--- src/rtl/rr_mux_pkg.sv ---
// rr_mux_pkg: shared types and limits for the rr_mux_n channel multiplexer
// Contents: mode_e (fixed / round-robin), ost_e (output register EMPTY / FULL), MAX_NCH.
package rr_mux_pkg;
    typedef enum logic {MODE_FIXED, MODE_RR} mode_e;
    typedef enum logic {ST_EMPTY, ST_FULL} ost_e;
    localparam int MAX_NCH = 16;
endpackage

--- src/rtl/rr_mux_arbiter.sv ---
// rr_arbiter: combinational rotating-priority arbiter with one-hot grant
// Ports: req (request per channel), ptr (highest-priority channel),
//        gnt (one-hot grant), gnt_idx (granted index), any (some request granted).
module rr_arbiter
    import rr_mux_pkg::*;
#(
    parameter int NCH  = 4,
    parameter int SELW = $clog2(NCH)
) (
    input  logic [NCH-1:0]  req,
    input  logic [SELW-1:0] ptr,
    output logic [NCH-1:0]  gnt,
    output logic [SELW-1:0] gnt_idx,
    output logic            any
);
    // Walk offsets from the far end back to ptr so the last hit is the
    // first requester at or after ptr (wrapping), without needing a break.
    always_comb begin
        gnt     = '0;
        gnt_idx = '0;
        any     = 1'b0;
        for (int k = NCH - 1; k >= 0; k--) begin
            if (req[(int'(ptr) + k) % NCH]) begin
                gnt                         = '0;
                gnt[(int'(ptr) + k) % NCH]  = 1'b1;
                gnt_idx                     = SELW'((int'(ptr) + k) % NCH);
                any                         = 1'b1;
            end
        end
    end
endmodule

--- src/rtl/rr_mux_n.sv ---
// rr_mux_n: registered N:1 valid/ready channel mux with fixed or round-robin selection
// Ports: clk, rst_n (async, active-low); in_data/in_valid/in_ready per channel;
//        mode (0 fixed via sel, 1 round-robin), sel; out_data/out_valid/out_ready/out_ch.
// Macro RR_MUX_LOCK_EN adds in_last/out_last and holds the grant on one channel
// until it transfers a beat marked last.
module rr_mux_n
    import rr_mux_pkg::*;
#(
    parameter int NCH  = 4,
    parameter int W    = 8,
    parameter int SELW = $clog2(NCH)
) (
    input  logic             clk,
    input  logic             rst_n,
    input  logic [NCH*W-1:0] in_data,
    input  logic [NCH-1:0]   in_valid,
    output logic [NCH-1:0]   in_ready,
    input  logic             mode,
    input  logic [SELW-1:0]  sel,
    output logic [W-1:0]     out_data,
    output logic             out_valid,
    input  logic             out_ready,
`ifdef RR_MUX_LOCK_EN
    input  logic [NCH-1:0]   in_last,
    output logic             out_last,
`endif
    output logic [SELW-1:0]  out_ch
);
    ost_e            state;
    logic [SELW-1:0] rr_ptr;
    logic [NCH-1:0]  rr_gnt;
    logic [SELW-1:0] rr_idx;
    logic            rr_any;
    logic [SELW-1:0] g;
    logic            g_ok;
    logic [NCH-1:0]  onehot;
    logic            load_ok;
    logic            xfer;
    logic            adv;
    logic            is_rr;
`ifdef RR_MUX_LOCK_EN
    logic            locked;
    logic [SELW-1:0] lock_ch;
`endif

    rr_arbiter #(.NCH(NCH), .SELW(SELW)) u_arb (
        .req     (in_valid),
        .ptr     (rr_ptr),
        .gnt     (rr_gnt),
        .gnt_idx (rr_idx),
        .any     (rr_any)
    );

    assign is_rr     = mode_e'(mode) == MODE_RR;
    assign out_valid = state == ST_FULL;
    assign load_ok   = state == ST_EMPTY || (out_valid && out_ready);

    // A locked channel overrides both mode and sel until its last beat.
    always_comb begin
        g      = is_rr ? rr_idx : sel;
        g_ok   = is_rr ? rr_any : (int'(sel) < NCH);
        onehot = is_rr ? rr_gnt : (NCH'(1) << sel);
`ifdef RR_MUX_LOCK_EN
        g      = locked ? lock_ch : g;
        g_ok   = locked | g_ok;
        onehot = locked ? (NCH'(1) << lock_ch) : onehot;
`endif
    end

    // rst_n gating keeps every ready low while the block is held in reset.
    assign in_ready = (rst_n && g_ok && load_ok) ? onehot : '0;
    assign xfer     = g_ok && load_ok && in_valid[g];
`ifdef RR_MUX_LOCK_EN
    assign adv      = is_rr && in_last[g];
`else
    assign adv      = is_rr;
`endif

    always_ff @(posedge clk or negedge rst_n) begin
        if (!rst_n) begin
            state    <= ST_EMPTY;
            out_data <= '0;
            out_ch   <= '0;
            rr_ptr   <= '0;
`ifdef RR_MUX_LOCK_EN
            locked   <= 1'b0;
            lock_ch  <= '0;
            out_last <= 1'b0;
`endif
        end else begin
            if (xfer) begin
                state    <= ST_FULL;
                out_data <= in_data[int'(g)*W +: W];
                out_ch   <= g;
                if (adv)
                    rr_ptr <= (g == SELW'(NCH - 1)) ? '0 : g + 1'b1;
`ifdef RR_MUX_LOCK_EN
                // Every transfer re-evaluates the lock: a non-last beat holds
                // (or takes) the channel, a last beat releases it.
                locked   <= !in_last[g];
                lock_ch  <= g;
                out_last <= in_last[g];
`endif
            end else if (out_valid && out_ready) begin
                state <= ST_EMPTY;
            end
        end
    end
endmodule

--- config.mk ---
export PLATFORM = sky130hd
export DESIGN_NAME = rr_mux_n
export DESIGN_NICKNAME = d
export VERILOG_FILES = /design/src/rtl/rr_mux_pkg.sv /design/src/rtl/rr_mux_arbiter.sv /design/src/rtl/rr_mux_n.sv
export SDC_FILE = /design/constraint.sdc
export NUM_CORES = 1
export LEC_CHECK = 0
export BUFFER_PORTS_ARGS = -buffer_cell sky130_fd_sc_hd__buf_4
export CAP_MARGIN = 20
export CORE_UTILIZATION = 40
export DETAILED_ROUTE_END_ITERATION = 10
export PLACE_DENSITY = 0.62
export SLEW_MARGIN = 10
export SYNTH_ARGS = -nofsm -noshare
export SYNTH_HDL_FRONTEND = slang
export SYNTH_SLANG_ARGS = --single-unit
--- constraint.sdc ---
create_clock -name clk -period 5.15 [get_ports clk]
set_input_delay 0.2575 -clock clk [delete_from_list [all_inputs] [get_ports clk]]
set_output_delay 0.2575 -clock clk [all_outputs]
set_load 0.01 [all_outputs]
== Word-level counts from Yosys, hierarchy flattened ==
Cells that the tools add are included.

* Bits in registers: 13
* Input port bits: 42
* Output and inout bits: 15

* Add/subtract/negate cells: 4
* Order comparisons: 9
* Eq/ne operators: 1
* Shift-type cells: 2
* Muxes and demuxes: 40
* Bitwise gates (word level): 4
* Reduce and logical (&&, ||, !) cells: 15

{| class="wikitable"
|+ Operator list
! operator !! count
|-
| 32-bit by 6-bit variable part select with 8-bit output || 1
|-
| 4-bit two-way mux || 6
|-
| 1-bit two-way mux || 19
|-
| 3-bit by 4-bit less-than comparator with 1-bit output (second input constant) || 3
|-
| 2-bit two-way mux || 6
|-
| 1-bit binary-select mux with 2-bit select || 5
|-
| 3-bit by 1-bit >= comparator with 1-bit output (second input constant) || 3
|-
| 1-bit logical AND || 9
|-
| 1-bit demux with 2-bit select || 4
|-
| 2-bit by 3-bit less-than comparator with 1-bit output (second input constant) || 2
|-
| 2-bit OR reduction || 3
|-
| 2-bit by 1-bit adder with 2-bit output (second input constant) || 2
|-
| 2-bit adder (second input constant) || 2
|-
| 1-bit by 2-bit left shift with 4-bit output (first input constant) || 1
|-
| 1-bit AND (first input constant) || 3
|-
| 2-bit equality test (second input constant) || 1
|-
| 2-bit by 1-bit >= comparator with 1-bit output (second input constant) || 1
|-
| 2-bit AND reduction || 1
|-
| 2-bit nonzero test || 1
|-
| 1-bit logical OR || 1
|-
| 1-bit NOT || 1
|}

== Logic depth before layout (Yosys ltp) ==
Gate-level depths: netlist (run 1).

* Depth in word-level cells: 15
* Depth in mapped cells: 11
* Mapped depth without buffers: 8

== Hierarchy ==
Synthesis (run 1) repeated with hierarchy kept, for this count alone.

* Cells, all modules: 153
* Area total of the unflattened synthesis: 1577.8 um^2

{| class="wikitable"
|+ By module, submodules not included
! module !! instances !! cells an instance !! area each (um^2) !! seq. area each (um^2)
|-
| rr_mux_n || 1 || 92 || 1068.5 || 325.3
|-
| rr_arbiter || 1 || 61 || 509.2 || 0.0
|}

== Least setup slack after synthesis (run 1) ==
Ideal clock, no wire load.

* Kind: reg2reg
* From: reg rr_ptr[0]
* To: reg out_ch[0]
* Setup time: 120 ps
* Data arrival time: 2483 ps
* Slack: 2547 ps
* Cell stages (with the launch flop): 11
* Period minus slack after synthesis: 2603 ps
* Path through: dfrtp_1 > buf_6 > inv_1 > ha_1 > mux4_2 > nand2b_1 > a21oi_2 > o21ai_1 > a211o_1 > buf_6 > a31o_1

* Word-level cells in the longest chain between the ends: 12

{| class="wikitable"
|+ Ends and longest elaborated chain
! element !! line !! source
|-
| start: declaration || rr_mux_n.sv:30 || <nowiki>logic [SELW-1:0] rr_ptr;</nowiki>
|-
| start signal: assignment || rr_mux_n.sv:96 || <nowiki>rr_ptr <= (g == SELW'(NCH - 1)) ? '0 : g + 1'b1;</nowiki>
|-
| 2-bit adder || rr_mux_arbiter.sv:23, rr_mux_arbiter.sv:26 ||
|-
| 1-bit binary-select mux with 2-bit select || rr_mux_arbiter.sv:23 || <nowiki>if (req[(int'(ptr) + k) % NCH]) begin</nowiki>
|-
| 1-bit two-way mux (not written as such) (2 in a row) || rr_mux_arbiter.sv:23 ||
|-
| 2-bit two-way mux (4 in a row) || rr_mux_arbiter.sv:23 ||
|-
| 2-bit two-way mux || rr_mux_n.sv:60 || <nowiki>g = is_rr ? rr_idx : sel;</nowiki>
|-
| 1-bit binary-select mux with 2-bit select || rr_mux_n.sv:72 || <nowiki>assign xfer = g_ok && load_ok && in_valid[g];</nowiki>
|-
| 1-bit two-way mux (not written as such) || rr_mux_n.sv:72 ||
|-
| 1-bit logical AND || rr_mux_n.sv:72 ||
|-
| end signal: assignment || rr_mux_n.sv:94 || <nowiki>out_ch <= g;</nowiki>
|-
| end: declaration || rr_mux_n.sv:27 || <nowiki>output logic [SELW-1:0] out_ch</nowiki>
|}

Several ways; a longest one is shown, not always the timed one. The select of a mux whose other input is x is not followed.
A chain may end at the register's enable or synchronous reset.

== Worst setup path in the final report (run 1) ==
* From: reg rr_ptr[0]
* To: out in_ready[2]

* Word-level cells in the longest chain between the ends: 13

{| class="wikitable"
|+ Ends and longest elaborated chain
! element !! line !! source
|-
| 2-bit adder || rr_mux_arbiter.sv:23, rr_mux_arbiter.sv:25 ||
|-
| 2-bit OR reduction (no line) || - ||
|-
| 1-bit AND (no line) || - ||
|-
| 3-bit by 4-bit less-than comparator with 1-bit output (not written as such) / 3-bit by 1-bit >= comparator with 1-bit output (equally long branches) || rr_mux_arbiter.sv:25 || <nowiki>gnt[(int'(ptr) + k) % NCH] = 1'b1;</nowiki>
|-
| 1-bit logical AND (not written as such) || rr_mux_arbiter.sv:25 ||
|-
| 1-bit two-way mux (not written as such) || rr_mux_arbiter.sv:25 ||
|-
| 1-bit demux with 2-bit select || - ||
|-
| 4-bit two-way mux (4 in a row) || rr_mux_arbiter.sv:23 ||
|-
| 4-bit two-way mux || rr_mux_n.sv:62 || <nowiki>onehot = is_rr ? rr_gnt : (NCH'(1) << sel);</nowiki>
|-
| 4-bit two-way mux (*) || rr_mux_n.sv:71 || <nowiki>assign in_ready = (rst_n && g_ok && load_ok) ? onehot : '0;</nowiki>
|-
| end: declaration || rr_mux_n.sv:17 || <nowiki>output logic [NCH-1:0] in_ready,</nowiki>
|}

Every way passes the cells marked *; elsewhere a longest branch is shown, timed or not. The select of a mux whose other input is x is not followed.

==> flow_results.xml, run 1 <==
<?xml version="1.0" encoding="UTF-8"?>
<metrics>
  <group name="global_route">
    <metric name="gr-usage-all-layers" unit="">0.200</metric>
    <metric name="antenna_found_initial" unit="">0</metric>
    <metric name="grt_pass1_vias" unit="">1368</metric>
    <metric name="grt_start_max_net_pins" unit="">21</metric>
    <metric name="grt_pass1_wl" unit="um">6800</metric>
    <metric name="global_route.overflow_total" unit="">0</metric>
  </group>
  <group name="timing">
    <metric name="timing.slew.headroom" unit="">0.398</metric>
    <metric name="clock-skew-final" unit="ns">0.00306</metric>
    <metric name="timing.setup.tns" unit="ns">0</metric>
    <metric name="finalMaxSlewViolations" unit="">0</metric>
    <metric name="worst-slew-pin-transition" unit="ns">0.903</metric>
    <metric name="rsz0062_at_grt" unit="">no</metric>
    <metric name="achievable-frequency" unit="MHz">323</metric>
    <metric name="final.hold.worst_slack" unit="ns">0.341</metric>
    <metric name="finalSetupViolCount" unit="">0</metric>
    <metric name="finalCritPeriodShare" unit="">0.600</metric>
    <metric name="timing_hold_violations_final" unit="">0</metric>
    <metric name="layout_min_cycle_time" unit="ns">3.09</metric>
  </group>
  <group name="min_path">
    <metric name="worstHoldPathType" unit="">input pin to flop</metric>
  </group>
  <group name="yosys">
    <metric name="dominantRegCellSynth" unit="">dfrtp_1</metric>
    <metric name="synthDominantCellAreaShare" unit="">0.196</metric>
    <metric name="synthDominantAreaCellType" unit="">dfrtp_1</metric>
    <metric name="ys_async_sr_fraction" unit="">1.00</metric>
    <metric name="mappedNetlistArea" unit="sq mm">0.00166</metric>
    <metric name="post_synth.cell_area_avg" unit="sq um">8.51</metric>
    <metric name="syn_inst" unit="">195</metric>
    <metric name="seq_area_frac_synth" unit="">0.196</metric>
    <metric name="yosysWarnings" unit="">0</metric>
    <metric name="post-synth-top-count-cell" unit="">mux2i_1</metric>
    <metric name="synth_area_leaders" unit="">dfrtp_1 (20%), mux2i_1 (15%), nor2b_1 (6.4%), ha_1 (5.3%), nor2_1 (5.0%)</metric>
    <metric name="ys_top_cells_by_count" unit="">mux2i_1 (25), nor2_1 (22), nor2b_1 (17)</metric>
    <metric name="mappedNetlistNets" unit="">244</metric>
    <metric name="post_synth_num_cell_types" unit="">50</metric>
    <metric name="synth.ff_latch_count" unit="">13</metric>
    <metric name="number_of_enable_flip_flop_cells_after_synthesis" unit="">0</metric>
  </group>
  <group name="critical_path">
    <metric name="cpPeakStageDelay" unit="ns">0.67</metric>
    <metric name="launching_element_type_of_the_critical_path" unit="">flop</metric>
    <metric name="cp_cell_sequence" unit="">inv_1 &gt; ha_1 &gt; mux4_1 &gt; and2b_1 &gt; a22oi_1 &gt; o21ai_0 &gt; nand2_1 &gt; a311oi_1 &gt; buf_4</metric>
    <metric name="worst-endpoint-arrival" unit="ns">2.83</metric>
    <metric name="required" unit="ns">4.89</metric>
    <metric name="worst-path-buf-inv" unit="">2</metric>
    <metric name="critical_path_fanouts_max" unit="">15</metric>
    <metric name="slowest_stage" unit="">dfrtp_1</metric>
    <metric name="cpLargestDelayFamily" unit="">flip-flops</metric>
    <metric name="crit_path_end_kind" unit="">output port</metric>
    <metric name="criticalPathCategory" unit="">flop to output port</metric>
  </group>
  <group name="routing">
    <metric name="drcViolationCount" unit="">0</metric>
    <metric name="dr_total_vias" unit="">1613</metric>
    <metric name="number_of_nets_still_failing_antenna_checks_after_routing" unit="">0</metric>
    <metric name="initialDrtViolationCount" unit="">65</metric>
    <metric name="route.detailed.vias_per_inst" unit="">5.47</metric>
    <metric name="drt_first_pass_iters" unit="">6</metric>
    <metric name="post_drt_wl_per_cell" unit="um">14.7</metric>
    <metric name="wirelength" unit="um">4320</metric>
  </group>
  <group name="finish">
    <metric name="post_route_cells_drive_above_1_share" unit="">0.310</metric>
    <metric name="nets" unit="">295</metric>
    <metric name="layoutNonFillerInstCount" unit="">295</metric>
    <metric name="area_delta_synth_final" unit="%">27.8</metric>
    <metric name="final_util" unit="">0.530</metric>
    <metric name="fin_area" unit="sq mm">0.00212</metric>
    <metric name="num_antenna_cells" unit="">0</metric>
  </group>
  <group name="place">
    <metric name="post_dp_cell_area" unit="sq mm">0.00207</metric>
    <metric name="portBuffers" unit="">56</metric>
    <metric name="dpl.hpwl" unit="um">3220</metric>
    <metric name="post-place-cells" unit="">290</metric>
    <metric name="place_congestion" unit="">0.769</metric>
  </group>
  <group name="power_and_ir_drop">
    <metric name="power.share.clock" unit="">0.094</metric>
    <metric name="p_per_area" unit="mW/mm^2">463</metric>
    <metric name="share_of_total_power_in_combinational_logic" unit="">0.692</metric>
    <metric name="power_frac_seq" unit="">0.214</metric>
    <metric name="max-vdd-ir-drop" unit="V">0.000186</metric>
    <metric name="switching_share" unit="">0.447</metric>
    <metric name="leakage" unit="nW">1.00</metric>
    <metric name="power_switching" unit="W">0.000439</metric>
    <metric name="power.internal" unit="W">0.000543</metric>
  </group>
  <group name="outcome">
    <metric name="outcome" unit="">finished clean</metric>
  </group>
  <group name="floorplanning">
    <metric name="die_w" unit="um">66.4</metric>
    <metric name="design.core.area" unit="sq mm">0.00400</metric>
    <metric name="fp.dieArea" unit="sq mm">0.00441</metric>
    <metric name="floorplan.rows" unit="">23</metric>
    <metric name="start_util" unit="">0.415</metric>
    <metric name="top_level_ports" unit="">57</metric>
    <metric name="die_h" unit="um">66.4</metric>
  </group>
  <group name="cts">
    <metric name="clk_latency" unit="ns">0.24</metric>
    <metric name="clk_path_buf_depth" unit="">2</metric>
    <metric name="numCtsBuffers" unit="">3</metric>
    <metric name="cts_tree" unit="">done</metric>
    <metric name="clkTransAtPathRegs" unit="ns">0.05</metric>
    <metric name="ctsHtreeMaxLevel" unit="">1</metric>
    <metric name="cts-root-buf" unit="">clkbuf_8</metric>
    <metric name="cts_setup_buffers" unit="">0</metric>
    <metric name="cts_sinks" unit="">13</metric>
  </group>
  <group name="job">
    <metric name="drv_cap" unit="">0</metric>
  </group>
</metrics>
-- power by group through the flow --
stage	Sequential, W	Combinational, W	Clock, W
2_1_floorplan	0.000213	0.000493	0
3_3_place_gp	0.000208	0.000680	0
3_5_place_dp	0.000212	0.000676	0
4_1_cts	0.000210	0.000680	0.0000931
5_1_grt	0.000219	0.000752	0.0000994
6_report	0.000210	0.000680	0.0000923
-- cell families after synthesis --
kind of cell               synth area share
and+or+nand+nor                       0.191
DFF                                   0.196
AOI/OAI and AO/OA                     0.237
buffers and inverters                0.0822
adders and majority gates            0.0528
muxes                                 0.236
xor gates and xnor gates            0.00528
-- tightest hold or removal path, cell delays in order --
cell and delay (ns):
buf_4 0.08, nor2b_1 0.06, a21o_1 0.15
-- final timing paths --
check                      cells after the start     endpoint       from  slack, ns
setup / recovery                               9  in_ready[2]  rr_ptr[0]       2.06
hold / removal                                 3    out_valid  out_ready       0.34
setup reg to reg                               8  out_data[3]  rr_ptr[0]       2.13
hold reg to reg                                1    out_ch[1]  out_ch[1]       0.49
max in group asynchronous                      2    rr_ptr[0]      rst_n       4.57
min in group asynchronous                      2    out_ch[1]      rst_n       0.41
-- per-stage QoR --
step	total power, W	setup slack [ns]
floorplan	0.000705	2.55
global placement	0.000888	2.18
detailed placement	0.000888	2.10
CTS	0.000983	2.05
global route	0.00107	1.77
finish	0.000982	2.06
-- final cells by class --
cell class	instances	area, sq um
inverters	14	52.6
fillers	390	1880
flip-flops and latches	13	325
clock buffers	4	45.0
well taps	50	62.6
repair buffers	58	438
multi-input cells	156	1200
-- cell usage in the layout (no fill, tap or decap), types with 2 or more instances in the layout --
| cell | instances |
|---|---|
| mux4_2 | 3 |
| nand3_1 | 2 |
| a31o_2 | 2 |
| clkbuf_8 | 3 |
| nor2_1 | 22 |
| mux2i_1 | 25 |
| a311oi_1 | 3 |
| a21oi_1 | 6 |
| nand2_1 | 14 |
| a31oi_1 | 2 |
| dfrtp_1 | 13 |
| buf_4 | 57 |
| a22oi_1 | 4 |
| ha_1 | 7 |
| nand2b_1 | 2 |
| mux2_2 | 3 |
| o211ai_1 | 2 |
| nor2b_1 | 17 |
| nor3_1 | 2 |
| a21o_1 | 3 |
| inv_1 | 13 |
| a32oi_1 | 8 |
| o21ai_0 | 6 |
-- repair_timing --
item | CTS | global route
gates resized for setup | 0 | 0
hold buffers | 1 | 0
endpoints found under the hold margin | 13 | 0
-- state kept, by name (all words and copies together) (netlist names) --
name       cells
out_valid      1
rr_ptr         2
out_data       8
out_ch         2
-- metal layers --
metal  up-vias  track usage  share of wire
met5         -            0              0
met4         0       0.0319              0
met3         0       0.0224          0.061
met2        63        0.288           0.46
met1       737        0.317           0.48
li1        813            -              -
Note: power is estimated with default switching activity, not from simulation.
==> run 2, diff against run 1 <==
--- a/config.mk
+++ b/config.mk
@@ -5,11 +5,12 @@
 export SDC_FILE = /design/constraint.sdc
 export NUM_CORES = 1
 export LEC_CHECK = 0
+export ABC_AREA = 1
 export BUFFER_PORTS_ARGS = -buffer_cell sky130_fd_sc_hd__buf_4
 export CAP_MARGIN = 20
 export CORE_UTILIZATION = 40
 export DETAILED_ROUTE_END_ITERATION = 10
-export PLACE_DENSITY = 0.62
+export PLACE_DENSITY = 0.64
 export SLEW_MARGIN = 10
 export SYNTH_ARGS = -nofsm -noshare
 export SYNTH_HDL_FRONTEND = slang
==> constraint.sdc (replaced) <==
create_clock -name clk -period 2.97 [get_ports clk]
set_input_delay 0.1485 -clock clk [delete_from_list [all_inputs] [get_ports clk]]
set_output_delay 0.1485 -clock clk [all_outputs]
set_load 0.01 [all_outputs]
==> run 2 against run 1 <==
Utilization is 4.1 points higher. Non-clock buffer count rose by 4. Design area down 8.0%. Critical path depth rose by 7.
==> flow_results.xml, run 2 <==
<?xml version="1.0" encoding="UTF-8"?>
<metrics>
  <group name="routing">
    <metric name="initialDrtViolationCount" unit="">75</metric>
    <metric name="drt_first_pass_iters" unit="">4</metric>
    <metric name="dr_total_vias" unit="">1653</metric>
    <metric name="drcViolationCount" unit="">0</metric>
    <metric name="wirelength" unit="um">3880</metric>
    <metric name="route.detailed.vias_per_inst" unit="">4.96</metric>
    <metric name="number_of_nets_still_failing_antenna_checks_after_routing" unit="">0</metric>
    <metric name="post_drt_wl_per_cell" unit="um">11.6</metric>
  </group>
  <group name="yosys">
    <metric name="synthDominantCellAreaShare" unit="">0.222</metric>
    <metric name="ys_top_cells_by_count" unit="">nand2_1 (72), nand3_1 (33), inv_1 (25)</metric>
    <metric name="synthDominantAreaCellType" unit="">dfrtp_1</metric>
    <metric name="post_synth.cell_area_avg" unit="sq um">6.35</metric>
    <metric name="post-synth-top-count-cell" unit="">nand2_1</metric>
    <metric name="mappedNetlistArea" unit="sq mm">0.00147</metric>
    <metric name="synth_area_leaders" unit="">dfrtp_1 (22%), nand2_1 (18%), nand3_1 (11%), inv_1 (6.4%), ha_1 (6.0%)</metric>
    <metric name="seq_area_frac_synth" unit="">0.222</metric>
    <metric name="mappedNetlistNets" unit="">280</metric>
    <metric name="number_of_enable_flip_flop_cells_after_synthesis" unit="">0</metric>
    <metric name="synth.ff_latch_count" unit="">13</metric>
    <metric name="yosysWarnings" unit="">0</metric>
    <metric name="post_synth_num_cell_types" unit="">27</metric>
    <metric name="dominantRegCellSynth" unit="">dfrtp_1</metric>
    <metric name="syn_inst" unit="">231</metric>
    <metric name="ys_async_sr_fraction" unit="">1.00</metric>
  </group>
  <group name="floorplanning">
    <metric name="design.core.area" unit="sq mm">0.00342</metric>
    <metric name="start_util" unit="">0.430</metric>
    <metric name="top_level_ports" unit="">57</metric>
    <metric name="fp.dieArea" unit="sq mm">0.00392</metric>
    <metric name="die_h" unit="um">62.6</metric>
    <metric name="die_w" unit="um">62.6</metric>
    <metric name="floorplan.rows" unit="">21</metric>
  </group>
  <group name="cts">
    <metric name="clk_path_buf_depth" unit="">2</metric>
    <metric name="clkTransAtPathRegs" unit="ns">0.08</metric>
    <metric name="cts-root-buf" unit="">clkbuf_4</metric>
    <metric name="cts_sinks" unit="">13</metric>
    <metric name="clk_latency" unit="ns">0.28</metric>
    <metric name="ctsHtreeMaxLevel" unit="">1</metric>
    <metric name="cts_tree" unit="">done</metric>
    <metric name="numCtsBuffers" unit="">3</metric>
  </group>
  <group name="place">
    <metric name="place_congestion" unit="">0.849</metric>
    <metric name="dpl.hpwl" unit="um">3160</metric>
    <metric name="placement.setup.worst_slack" unit="ns">0.371</metric>
    <metric name="portBuffers" unit="">56</metric>
  </group>
  <group name="global_route">
    <metric name="grt_start_max_net_pins" unit="">17</metric>
    <metric name="global_route.overflow_total" unit="">0</metric>
    <metric name="gr-usage-all-layers" unit="">0.215</metric>
    <metric name="grt_pass1_vias" unit="">1535</metric>
    <metric name="grt_pass1_wl" unit="um">6800</metric>
    <metric name="antenna_found_initial" unit="">0</metric>
  </group>
  <group name="finish">
    <metric name="biggestRegsByFlops" unit="">out_data: 8 flops, out_ch: 2 flops, rr_ptr: 2 flops</metric>
    <metric name="num_antenna_cells" unit="">0</metric>
    <metric name="largest_register_ff_count" unit="">8</metric>
    <metric name="mostFrequentLayoutCells" unit="">nand2_1 (72), buf_4 (61), nand3_1 (33)</metric>
    <metric name="area_delta_synth_final" unit="%">32.9</metric>
    <metric name="nFillCells" unit="">357</metric>
    <metric name="max_flop_register" unit="">out_data</metric>
    <metric name="most_common_library_cell_in_the_layout_ignoring_fill_and_taps" unit="">nand2_1</metric>
    <metric name="nets" unit="">337</metric>
    <metric name="final_util" unit="">0.571</metric>
    <metric name="post_route_cells_drive_above_1_share" unit="">0.310</metric>
  </group>
  <group name="power_and_ir_drop">
    <metric name="max-vdd-ir-drop" unit="V">0.000428</metric>
    <metric name="leakage" unit="nW">1.06</metric>
    <metric name="p_per_area" unit="mW/mm^2">948</metric>
  </group>
  <group name="critical_path">
    <metric name="crit_path_end_kind" unit="">flop</metric>
    <metric name="critical_path_fanouts_max" unit="">16</metric>
    <metric name="worst-endpoint-arrival" unit="ns">2.84</metric>
    <metric name="launching_element_type_of_the_critical_path" unit="">flop</metric>
    <metric name="required" unit="ns">3.19</metric>
    <metric name="criticalPathCategory" unit="">flop to flop</metric>
  </group>
  <group name="outcome">
    <metric name="outcome" unit="">finished clean</metric>
  </group>
  <group name="timing">
    <metric name="rsz0062_at_grt" unit="">no</metric>
    <metric name="finalCritPeriodShare" unit="">0.881</metric>
    <metric name="achievable-frequency" unit="MHz">382</metric>
    <metric name="clock-skew-final" unit="ns">0.00587</metric>
    <metric name="finalSetupViolCount" unit="">0</metric>
    <metric name="timing_hold_violations_final" unit="">0</metric>
    <metric name="timing.slew.headroom" unit="">0.655</metric>
    <metric name="finalMaxSlewViolations" unit="">0</metric>
    <metric name="timing.setup.tns" unit="ns">0</metric>
    <metric name="worst-slew-pin-transition" unit="ns">0.517</metric>
    <metric name="layout_min_cycle_time" unit="ns">2.62</metric>
    <metric name="postLayoutSetupSlackWorst" unit="ns">0.355</metric>
  </group>
  <group name="min_path">
    <metric name="worstHoldPathType" unit="">input pin to flop</metric>
  </group>
  <group name="job">
    <metric name="drv_cap" unit="">0</metric>
  </group>
</metrics>
-- run 2: cell types whose count changed in the layout (fill, tap and decap cells not counted), sizes merged, moves of 4 or more --
cell / previous run / this run
a22oi: 4 / 0
a32oi: 8 / 0
buf: 57 / 61
inv: 13 / 28
mux2i: 26 / 0
mux4: 4 / 0
nand2: 15 / 84
nand3: 2 / 38
nand3b: 0 / 4
nand4: 0 / 6
nor2: 22 / 8
nor2b: 18 / 0
o21ai: 7 / 13
-- run 2: critical path, stage by stage, from the launching register on --
cell and delay, ns:
dfrtp_1 0.38, inv_1 0.21, ha_1 0.31, inv_1 0.09, nand3_2 0.10, nand2_4 0.10, clkinv_4 0.07, nand2_2 0.07
nand2_1 0.06, nand2_2 0.08, nand3_4 0.17, nand2_4 0.17, buf_4 0.22, nor2_1 0.05, o21ai_0 0.27, nand3_1 0.13
nand2_1 0.07
-- run 2: power by group --
part / total [W] / internal, W / switching, W
combinational: 0.00142 / 0.000544 / 0.000876
clock: 0.000109 / 0.0000521 / 0.0000566
sequential: 0.000321 / 0.000268 / 0.0000529
total: 0.00185 / 0.000864 / 0.000986
-- run 2: cell type report --
class	count	area (sq um)	share of cell area
Inverter	30	123	0.0629
Sequential cell	13	325	0.167
Timing Repair Buffer	62	468	0.240
Multi-Input combinational cell	178	951	0.487
Tap cell	46	57.6	0.0295
Clock buffer	4	26.3	0.0135
-- run 2: layer usage --
metal  track usage  vias to the layer above  wire length, um
met2         0.374                       65             1860
met1         0.273                      717             1720
met3        0.0328                       13              205
met4        0.0640                        0               89
met5             0                        -                0
li1              -                      858                -
-- run 2: final timing paths --
check	start	end	slack, ns	depth (start not counted)
max	rr_ptr[1]	out_data[0]	0.35	16
min	out_ready	out_valid	0.14	4
max reg2reg	rr_ptr[1]	out_data[0]	0.35	16
min reg2reg	out_data[4]	out_data[4]	0.49	2
max in group asynchronous	rst_n	out_data[6]	2.56	2
min in group asynchronous	rst_n	out_data[1]	0.25	2
-- run 2: cell families after synthesis --
family | after synthesis | share of synthesized area
buffers and inverters | 40 | 0.130
AO/OA/AOI/OAI | 29 | 0.118
flip-flops | 13 | 0.222
AND/OR/NAND/NOR | 141 | 0.465
XOR/XNOR | 1 | 0.00597
adder cells (fa/ha/maj) | 7 | 0.0597
-- run 2: metrics by stage --
step / hold WS, ns / cell area [sq um] / power [W] / cells
global placement: 0.00166 / 1910 / 0.00174 / 328
detailed placement: 0.000285 / 1910 / 0.00174 / 328
finish: 0.138 / 1950 / 0.00185 / 333
floorplan: -0.147 / 1470 / 0.00138 / 231
global route: 0.144 / 1950 / 0.00206 / 333
CTS: 0.135 / 1950 / 0.00185 / 333
-- run 2: repair_timing --
action | in CTS | in global routing
resized for setup | 0 | 0
buffers inserted | 0 | 0
hold endpoints to repair | 13 | 0
hold buffers | 1 | 0
==> run 3, diff against run 2 <==
==> constraint.sdc (replaced) <==
create_clock -name clk -period 2.41 [get_ports clk]
set_input_delay 0.1205 -clock clk [delete_from_list [all_inputs] [get_ports clk]]
set_output_delay 0.1205 -clock clk [all_outputs]
set_load 0.01 [all_outputs]
==> run 3 against run 2 <==
Highest routed layer unchanged. Utilization up 3.4 points. Critical path depth down 2. Final cell count up 3.3%. Register-to-register slack worse by 0.12 ns. Largest power group unchanged. Power up 35%. Clock power up 28%. Clock skew down 0.0037 ns.
==> flow_results.xml, run 3 (synthesized netlist as in run 2, its figures left out) <==
<?xml version="1.0" encoding="UTF-8"?>
<metrics>
  <group name="finish">
    <metric name="most_common_library_cell_in_the_layout_ignoring_fill_and_taps" unit="">nand2_1</metric>
    <metric name="fin_area" unit="sq mm">0.00207</metric>
    <metric name="post_route_cells_drive_above_1_share" unit="">0.342</metric>
    <metric name="max_flop_register" unit="">out_data</metric>
    <metric name="area_delta_synth_final" unit="%">40.8</metric>
    <metric name="nets" unit="">348</metric>
    <metric name="layoutNonFillerInstCount" unit="">344</metric>
    <metric name="largest_register_ff_count" unit="">8</metric>
    <metric name="mostFrequentLayoutCells" unit="">nand2_1 (72), buf_4 (70), nand3_1 (33)</metric>
    <metric name="biggestRegsByFlops" unit="">out_data: 8 flops, out_ch: 2 flops, rr_ptr: 2 flops</metric>
    <metric name="num_antenna_cells" unit="">0</metric>
    <metric name="nFillCells" unit="">359</metric>
  </group>
  <group name="min_path">
    <metric name="worst_hold_path.num_cells" unit="">4</metric>
    <metric name="worstHoldPathType" unit="">input pin to flop</metric>
    <metric name="worst_hold_startpoint" unit="">out_ready</metric>
    <metric name="whs_endpoint" unit="">out_valid</metric>
  </group>
  <group name="place">
    <metric name="place_congestion" unit="">0.893</metric>
    <metric name="dpl.hpwl" unit="um">3300</metric>
    <metric name="placement.setup.worst_slack" unit="ns">0.140</metric>
    <metric name="portBuffers" unit="">56</metric>
    <metric name="post-place-cells" unit="">336</metric>
    <metric name="post_dp_cell_area" unit="sq mm">0.00197</metric>
  </group>
  <group name="routing">
    <metric name="route.detailed.vias_per_inst" unit="">4.88</metric>
    <metric name="number_of_nets_still_failing_antenna_checks_after_routing" unit="">0</metric>
    <metric name="post_drt_wl_per_cell" unit="um">12.0</metric>
    <metric name="drt_first_pass_iters" unit="">4</metric>
    <metric name="wirelength" unit="um">4130</metric>
    <metric name="initialDrtViolationCount" unit="">60</metric>
    <metric name="dr_total_vias" unit="">1680</metric>
    <metric name="drcViolationCount" unit="">0</metric>
  </group>
  <group name="floorplanning">
    <metric name="top_level_ports" unit="">57</metric>
    <metric name="die_w" unit="um">62.6</metric>
    <metric name="floorplan.rows" unit="">21</metric>
    <metric name="die_h" unit="um">62.6</metric>
    <metric name="design.core.area" unit="sq mm">0.00342</metric>
    <metric name="start_util" unit="">0.430</metric>
    <metric name="fp.dieArea" unit="sq mm">0.00392</metric>
  </group>
  <group name="timing">
    <metric name="timing.slew.headroom" unit="">0.763</metric>
    <metric name="layout_min_cycle_time" unit="ns">2.19</metric>
    <metric name="rsz0062_at_grt" unit="">no</metric>
    <metric name="finalCritPeriodShare" unit="">0.907</metric>
    <metric name="finalMaxSlewViolations" unit="">0</metric>
    <metric name="clock-skew-final" unit="ns">0.00215</metric>
    <metric name="postLayoutSetupSlackWorst" unit="ns">0.224</metric>
    <metric name="finalSetupViolCount" unit="">0</metric>
    <metric name="timing_hold_violations_final" unit="">0</metric>
    <metric name="timing.setup.tns" unit="ns">0</metric>
    <metric name="worst-slew-pin-transition" unit="ns">0.352</metric>
    <metric name="achievable-frequency" unit="MHz">457</metric>
  </group>
  <group name="global_route">
    <metric name="antenna_found_initial" unit="">0</metric>
    <metric name="gr-usage-all-layers" unit="">0.223</metric>
    <metric name="grt_start_max_net_pins" unit="">15</metric>
    <metric name="grt_pass1_vias" unit="">1592</metric>
    <metric name="global_route.overflow_total" unit="">0</metric>
    <metric name="grt_pass1_wl" unit="um">7130</metric>
  </group>
  <group name="cts">
    <metric name="numCtsBuffers" unit="">3</metric>
    <metric name="clk_path_buf_depth" unit="">2</metric>
    <metric name="cts_sinks" unit="">13</metric>
    <metric name="clk_latency" unit="ns">0.28</metric>
    <metric name="clkTransAtPathRegs" unit="ns">0.08</metric>
    <metric name="ctsHtreeMaxLevel" unit="">1</metric>
    <metric name="cts_tree" unit="">done</metric>
    <metric name="cts-root-buf" unit="">clkbuf_4</metric>
  </group>
  <group name="critical_path">
    <metric name="timing.rr.start" unit="">rr_ptr[0]</metric>
    <metric name="criticalPathCategory" unit="">flop to output port</metric>
    <metric name="r2r-end" unit="">rr_ptr[0]</metric>
    <metric name="launching_element_type_of_the_critical_path" unit="">flop</metric>
    <metric name="reg2reg_depth" unit="">17</metric>
    <metric name="worst-endpoint-arrival" unit="ns">2.07</metric>
    <metric name="critical_path_fanouts_max" unit="">7</metric>
    <metric name="worst-r2r-setup-slack" unit="ns">0.23</metric>
    <metric name="crit_path_end_kind" unit="">output port</metric>
    <metric name="required" unit="ns">2.29</metric>
  </group>
  <group name="power_and_ir_drop">
    <metric name="p_per_area" unit="mW/mm^2">1210</metric>
    <metric name="max-vdd-ir-drop" unit="V">0.000472</metric>
    <metric name="leakage" unit="nW">1.12</metric>
  </group>
  <group name="outcome">
    <metric name="outcome" unit="">finished clean</metric>
  </group>
  <group name="job">
    <metric name="drv_cap" unit="">0</metric>
  </group>
</metrics>
## run 3: report_power, final
part           leakage (nW)  total [W]  internal, W  switching, W
clock network        0.0150   0.000139    0.0000642     0.0000752
registers             0.160   0.000396     0.000330     0.0000665
logic                 0.946    0.00196     0.000812       0.00114
## run 3: metrics by stage
| stage | hold slack (ns) | utilization | total power (W) |
|---|---|---|---|
| finish | 0.0916 | 0.605 | 0.00249 |
| global route | 0.123 | 0.605 | 0.00274 |
| CTS | 0.0907 | 0.589 | 0.00239 |
| detailed placement | -0.0236 | 0.578 | 0.00225 |
| global placement | -0.0243 | 0.578 | 0.00224 |
| floorplan | -0.175 | - | 0.00170 |
## run 3: layer usage
metal	global-route usage	wire length, um	vias to the layer above	share of wire
met3	0.0237	169	4	0.041
met1	0.282	1860	738	0.45
met2	0.408	2060	58	0.50
met5	0	0	-	0
li1	-	-	880	-
met4	0.0407	32	0	0.0078
## run 3: area by class of cell
class | instances | area, sq um | share of cell area
Multi-Input combinational cell | 178 | 977 | 0.473
Timing Repair Buffer | 73 | 558 | 0.270
Sequential cell | 13 | 325 | 0.157
Inverter | 30 | 123 | 0.0593
Tap cell | 46 | 57.6 | 0.0278
Clock buffer | 4 | 26.3 | 0.0127
## run 3: worst max-delay path, stage by stage, from the launching register on
cell,delay [ns]
dfrtp_1,0.39
inv_2,0.08
buf_4,0.15
nand2_1,0.08
nand3_2,0.08
nand2_2,0.09
inv_2,0.09
nand2_1,0.05
nor4_1,0.27
inv_1,0.08
nand2_1,0.08
nor2_1,0.05
inv_1,0.08
a21oi_1,0.05
buf_4,0.15
## run 3: what timing repair did
action	in CTS	in global routing
setup buffers	0	3
hold endpoints to repair	13	0
hold buffers	1	0
resized for setup	0	7
setup endpoints to repair	0	13
## run 3: how the worst max path moves through the flow
stage	from	endpoint	slack (ns)	cells after the start
after floorplan	rr_ptr[1]	out_data[0]	0.22	17
after global placement	rr_ptr[0]	out_data[0]	0.14	16
after detailed placement	rr_ptr[0]	out_ch[0]	0.14	16
after CTS	rr_ptr[0]	out_data[4]	0.12	17
after global routing	rr_ptr[0]	in_ready[1]	0.002	14
final	rr_ptr[0]	in_ready[0]	0.22	14
